### src/rtl/multicycle_ctrl_if.sv
// Shared instruction/data memory port of the multi-cycle control FSM.
// The controller is the master; the memory answers with mem_ready.
interface multicycle_ctrl_if;
  logic mem_req;
  logic mem_we;
  logic mem_addr_sel;
  logic mem_ready;

  modport master (
    output mem_req,
    output mem_we,
    output mem_addr_sel,
    input  mem_ready
  );

  modport slave (
    input  mem_req,
    input  mem_we,
    input  mem_addr_sel,
    output mem_ready
  );
endinterface

### src/rtl/multicycle_ctrl.sv
// Control FSM for the multi-cycle RV32I datapath.
// Optional retired-instruction counter: define CTRL_PERF_CNT_EN.
module multicycle_ctrl #(
  parameter int MEM_TIMEOUT = 15
) (
  input  logic        clk,
  input  logic        rst_n,
  multicycle_ctrl_if.master m,
  input  logic [6:0]  opcode,
  input  logic        br_taken,
  output logic        ir_we,
  output logic        pc_we,
  output logic        pc_sel,
  output logic        alu_a_sel,
  output logic        alu_b_sel,
  output logic        reg_we,
  output logic [1:0]  wb_sel,
  output logic        trap,
  output logic [2:0]  state,
  output logic [31:0] instret
);

  localparam logic [2:0] S_RESET  = 3'd0;
  localparam logic [2:0] S_FETCH  = 3'd1;
  localparam logic [2:0] S_DECODE = 3'd2;
  localparam logic [2:0] S_EXEC   = 3'd3;
  localparam logic [2:0] S_MEM    = 3'd4;
  localparam logic [2:0] S_WB     = 3'd5;
  localparam logic [2:0] S_TRAP   = 3'd6;

  localparam int CW = (MEM_TIMEOUT > 1) ? $clog2(MEM_TIMEOUT) : 1;

  logic [2:0]    r_state;
  logic [2:0]    w_next;
  logic [CW-1:0] r_wait;

  logic w_opimm, w_ld, w_st, w_br;
  logic w_lui, w_auipc, w_jal, w_legal;
  logic w_in_acc, w_tmo;

  assign w_opimm = (opcode == 7'b0010011);
  assign w_ld    = (opcode == 7'b0000011);
  assign w_st    = (opcode == 7'b0100011);
  assign w_br    = (opcode == 7'b1100011);
  assign w_lui   = (opcode == 7'b0110111);
  assign w_auipc = (opcode == 7'b0010111);
  assign w_jal   = (opcode == 7'b1101111);
  assign w_legal = w_opimm | w_ld | w_st | w_br
                 | w_lui | w_auipc | w_jal;

  assign w_in_acc = (r_state == S_FETCH) || (r_state == S_MEM);

  // Ready on the last allowed cycle still completes the access.
  assign w_tmo = (MEM_TIMEOUT != 0) && w_in_acc && !m.mem_ready
              && (r_wait == CW'(MEM_TIMEOUT - 1));

  always_comb begin
    w_next = r_state;
    case (r_state)
      S_RESET:  w_next = S_FETCH;
      S_FETCH: begin
        if (m.mem_ready)  w_next = S_DECODE;
        else if (w_tmo)   w_next = S_TRAP;
      end
      S_DECODE: w_next = w_legal ? S_EXEC : S_TRAP;
      S_EXEC: begin
        if (w_ld || w_st) w_next = S_MEM;
        else if (w_br)    w_next = S_FETCH;
        else              w_next = S_WB;
      end
      S_MEM: begin
        if (m.mem_ready)  w_next = w_st ? S_FETCH : S_WB;
        else if (w_tmo)   w_next = S_TRAP;
      end
      S_WB:     w_next = S_FETCH;
      S_TRAP:   w_next = S_TRAP;
      default:  w_next = S_TRAP;
    endcase
  end

  always_ff @(posedge clk or negedge rst_n) begin
    if (!rst_n) begin
      r_state <= S_RESET;
    end else begin
      r_state <= w_next;
    end
  end

  // Counts idle cycles of the current access; zero outside one.
  always_ff @(posedge clk or negedge rst_n) begin
    if (!rst_n) begin
      r_wait <= '0;
    end else if (w_in_acc && !m.mem_ready
                 && (w_next == r_state)) begin
      r_wait <= r_wait + 1'b1;
    end else begin
      r_wait <= '0;
    end
  end

  always_comb begin
    m.mem_req      = 1'b0;
    m.mem_we       = 1'b0;
    m.mem_addr_sel = 1'b0;
    ir_we          = 1'b0;
    pc_we          = 1'b0;
    pc_sel         = 1'b0;
    alu_a_sel      = 1'b0;
    alu_b_sel      = 1'b0;
    reg_we         = 1'b0;
    wb_sel         = 2'd0;
    case (r_state)
      S_FETCH: begin
        m.mem_req = 1'b1;
        ir_we     = m.mem_ready;
      end
      S_EXEC: begin
        alu_a_sel = w_auipc | w_jal | w_br;
        alu_b_sel = ~w_lui;
        pc_we     = w_br;
        pc_sel    = w_br & br_taken;
      end
      S_MEM: begin
        m.mem_req      = 1'b1;
        m.mem_addr_sel = 1'b1;
        m.mem_we       = w_st;
        pc_we          = w_st & m.mem_ready;
      end
      S_WB: begin
        reg_we = 1'b1;
        pc_we  = 1'b1;
        pc_sel = w_jal;
        unique case (1'b1)
          w_ld:    wb_sel = 2'd1;
          w_jal:   wb_sel = 2'd2;
          w_lui:   wb_sel = 2'd3;
          default: wb_sel = 2'd0;
        endcase
      end
      default: ;
    endcase
  end

  assign trap  = (r_state == S_TRAP);
  assign state = r_state;

`ifdef CTRL_PERF_CNT_EN
  logic        w_retire;
  logic [31:0] r_instret;

  assign w_retire = (r_state == S_WB)
                 || ((r_state == S_EXEC) && w_br)
                 || ((r_state == S_MEM) && w_st && m.mem_ready);

  always_ff @(posedge clk or negedge rst_n) begin
    if (!rst_n) begin
      r_instret <= '0;
    end else if (w_retire) begin
      r_instret <= r_instret + 32'd1;
    end
  end

  assign instret = r_instret;
`else
  assign instret = 32'h0;
`endif

endmodule

### src/flat_wrapper.sv
// flat-port wrapper written by rule: the top's interface ports become plain ports
module multicycle_ctrl_flat 
#(
  parameter int MEM_TIMEOUT = 15
)
  (clk, rst_n, opcode, br_taken, ir_we, pc_we, pc_sel, alu_a_sel, alu_b_sel, reg_we, wb_sel, trap, state, instret, m_mem_req, m_mem_we, m_mem_addr_sel, m_mem_ready);
  multicycle_ctrl_if m_i ();
  input  logic clk;
  input  logic rst_n;
  input  logic [6:0] opcode;
  input  logic br_taken;
  output logic ir_we;
  output logic pc_we;
  output logic pc_sel;
  output logic alu_a_sel;
  output logic alu_b_sel;
  output logic reg_we;
  output logic [1:0] wb_sel;
  output logic trap;
  output logic [2:0] state;
  output logic [31:0] instret;
  output wire logic [$bits(m_i.mem_req)-1:0] m_mem_req;
  output wire logic [$bits(m_i.mem_we)-1:0] m_mem_we;
  output wire logic [$bits(m_i.mem_addr_sel)-1:0] m_mem_addr_sel;
  input wire logic [$bits(m_i.mem_ready)-1:0] m_mem_ready;
  assign m_mem_req = m_i.mem_req;
  assign m_mem_we = m_i.mem_we;
  assign m_mem_addr_sel = m_i.mem_addr_sel;
  assign m_i.mem_ready = m_mem_ready;
  multicycle_ctrl #(.MEM_TIMEOUT(MEM_TIMEOUT)) u_core (.clk(clk), .rst_n(rst_n), .m(m_i), .opcode(opcode), .br_taken(br_taken), .ir_we(ir_we), .pc_we(pc_we), .pc_sel(pc_sel), .alu_a_sel(alu_a_sel), .alu_b_sel(alu_b_sel), .reg_we(reg_we), .wb_sel(wb_sel), .trap(trap), .state(state), .instret(instret));
endmodule
### config.mk
export PLATFORM = sky130hd
export DESIGN_NAME = multicycle_ctrl_flat
export DESIGN_NICKNAME = d
export VERILOG_FILES = /design/src/rtl/multicycle_ctrl_if.sv /design/src/rtl/multicycle_ctrl.sv /design/src/flat_wrapper.sv
export SDC_FILE = /design/constraint.sdc
export NUM_CORES = 1
export LEC_CHECK = 0
export CAP_MARGIN = 20
export CORE_ASPECT_RATIO = 1.4
export CORE_MARGIN = 2
export CORE_UTILIZATION = 45
export CTS_BUF_LIST = sky130_fd_sc_hd__clkbuf_16
export DETAILED_ROUTE_END_ITERATION = 10
export DONT_BUFFER_PORTS = 1
export GPL_ROUTABILITY_DRIVEN = 0
export HOLD_SLACK_MARGIN = 0.02
export SLEW_MARGIN = 10
export SYNTH_ARGS = -nofsm -noshare
export SYNTH_HDL_FRONTEND = slang
export SYNTH_SLANG_ARGS = --single-unit
### constraint.sdc
create_clock -name clk -period 1.46 [get_ports clk]
set_input_delay 0.292 -clock clk [delete_from_list [all_inputs] [get_ports clk]]
set_output_delay 0.292 -clock clk [all_outputs]
set_load 0.05 [all_outputs]
==> out/metrics.cfg <==
[outcome]
status=complete, but fails checks
violations=negative setup slack

[floorplanning]
die_area_um2=2380
chipWidth_um=41.8
ios=58
core_area_um2=1930
rows=19
initial_utilization_pct=46.8
die_y_um=57.0

[route]
avgRoutedWirePerCell_um=13.8
drc=0
viasPerCell=4.69
wl_met2_um=1470
dr_wl_met3_um=116
detail-route-antenna-nets=0
wirelength_met1_um=799
drt_iter0_drc=2
top_layer=met3
dr_total_vias=811
wl_um=2380
dr.pass1.iters=4

[layout]
fillerInstances=138
fin_area_um2=1510
drive_gt1_share_pct=46.1
finish.utilization_pct=78.4
area_growth_pct=67.3
nNetsFinal=166
num_antenna_cells=0

[setup_path]
cpPeakStageDelay_ns=0.39
worst-endpoint-required_ns=1.17
reg2reg_setup_slack_ns=-0.05
end_kind=output pin
path_max_fanout=4
reg2reg_from=u_core.state[2]
cp.arrival_ns=1.54
cp-start-kind=register
crit_type=reg2out
rr_worst_depth=6
r2r-end=u_core.r_wait[0]
critPathSlowestCell=dfrtp_2
crit_chain=and2b_2 -> nand3_2 -> a2111oi_4 -> buf_12

[clock_tree]
clkSlewWorstSetupHoldPaths_ns=0.04
clockBufferDepth=2
cts_tree=built
cts_made_buffers=3
cts_root_buf=clkbuf_16
clkSinkCount=7
htreeDepth=1
insertion_delay_ns=0.23

[power]
ir_drop_mv=0.408
total_power_uw=886
power_density_nw_per_um2=587
cellLeakagePower_uw=0.000674

[timing]
drv_slew=0
rsz0062_at_grt=yes
fin_tns_setup_ns=-2.89
layout_min_cycle_time_ns=1.83
setup_viol=17
hold_viol_final=0
skew_ns=0.00102
fmaxAchievable_ghz=0.545
timing.final.ws_setup_ns=-0.374
period_share_pct=126

[synthesis]
synth_top_family_by_area=buffers and inverters
muxShareOfSynthArea_pct=1.11
synthXorXnorAreaFrac_pct=2.91
yosys.area_share.adder_pct=2.77
synth_simple_gate_area_share_pct=28.0
synthFlopType=dfrtp_1
synth_top_area_share_pct=27.5
synth_seq_cells=7
netlist_area_um2=902
yosys_warnings=0
synthDistinctLibCells=38
syn_inst=120
synthArstFlopShare_pct=100
synth_edf_count=0
synth_compound_area_share_pct=13.3
synth.area.top_cells=buf_4, dfrtp_1, nor2_1
synth.avg_cell_area_um2=7.52
seq_area_frac_synth_pct=19.4
synth_top_cell_by_area=buf_4

[worst_hold_path]
min_to=u_core.state[2]
hold_start=m_mem_ready
hold_path.class=in2reg
hold_depth=3

[grt]
antenna_found_initial=0
grt_pass1_vias=817
grt_use_total_pct=20.0
grt_pass1_wl_um=3700
grt_overflow=0
grt_max_degree=12

[placement]
io_buffers=0
dp_hpwl_um=1770
place_area_um2=1220

[job]
maxCapViolCount=0

-- cell type report --
type | count | area, um2 | share of cell area, %
multi-input cells | 103 | 767 | 50.8
repair buffers | 34 | 435 | 28.9
flip-flops and latches | 7 | 179 | 11.9
clock buffers | 3 | 75.1 | 4.98
well taps | 21 | 26.3 | 1.74
inverters | 4 | 22.5 | 1.49
clock inverters | 1 | 3.75 | 0.249
-- synth_stat cells, types with 2 or more instances --
library cell	number
a21oi_1	7
buf_2	2
buf_4	33
dfrtp_1	7
ha_1	2
inv_1	4
nand2_1	11
nand2b_1	3
nand3_1	5
nand4_1	3
nor2_1	12
nor3b_1	2
o21ai_1	3
xnor2_1	2
-- state kept, by name (all words and copies together) (netlist names) --
register       cells
u_core.r_wait      4
u_core.state       3
-- power by group --
part           leakage (uW)  internal (uW)  switching (uW)
registers         0.0000851            195               0
logic              0.000547           22.9             207
clock network     0.0000423            356             105
-- logic make-up after synthesis --
group,Yosys count
XOR/XNOR,3
AO/OA/AOI/OAI,18
multiplexers,1
AND/OR/NAND/NOR,47
flip-flops,7
other,1
adder cells (fa/ha/maj),2
buffers and inverters,41
-- placed cells by master, fill, tap and decap left out, drive strengths merged, types with 3 or more instances in the layout --
master  count
nor2       13
o21ai       4
clkbuf      4
conb       32
nand2      11
dfrtp       7
nand3       5
nand2b      3
nand4       3
a21oi       7
buf        31
inv         3
-- worst max-delay path: cells and delay by family (launching register included) --
family                 cells  cell delay, ns
and+or+nand+nor            2            0.38
DFF                        1            0.39
AOI/OAI and AO/OA          1            0.36
buffers and inverters      1            0.18
-- routing by layer --
metal,track usage (%),vias up
met2,38.8,22
met1,19.9,380
met4,6.91,0
met3,5.38,0
met5,0,-
li1,-,409
-- timing repair --
item | in CTS | in global routing
hold buffers | 1 | 0
setup buffers | 2 | 6
endpoints found under the setup margin | 16 | 17
cloned | 1 | 0
endpoints found under the hold margin | 7 | 0
pin swaps | 6 | 9
resized for setup | 11 | 15
-- how the worst max path moves through the flow --
stage / slack (ns) / to / depth (start not counted) / startpoint
2_1_floorplan: -0.56 / pc_sel / 4 / u_core.state[2]
3_3_place_gp: -0.13 / pc_sel / 4 / u_core.state[1]
3_5_place_dp: -0.16 / pc_sel / 4 / u_core.state[1]
4_1_cts: -0.36 / wb_sel[0] / 6 / u_core.state[1]
5_1_grt: -0.44 / pc_sel / 4 / u_core.state[1]
6_report: -0.37 / pc_sel / 4 / u_core.state[1]
-- per-stage QoR --
| stage | hold slack [ns] | worst slack, ns | std cells |
|---|---|---|---|
| 2_1_floorplan | -0.00359 | -0.562 | 151 |
| 4_1_cts | 0.232 | -0.363 | 168 |
| 3_5_place_dp | -0.00343 | -0.159 | 160 |
| 5_1_grt | 0.232 | -0.436 | 173 |
| 6_report | 0.220 | -0.374 | 173 |
| 3_3_place_gp | -0.00344 | -0.126 | 160 |
Note: power is estimated with default switching activity, not from simulation.
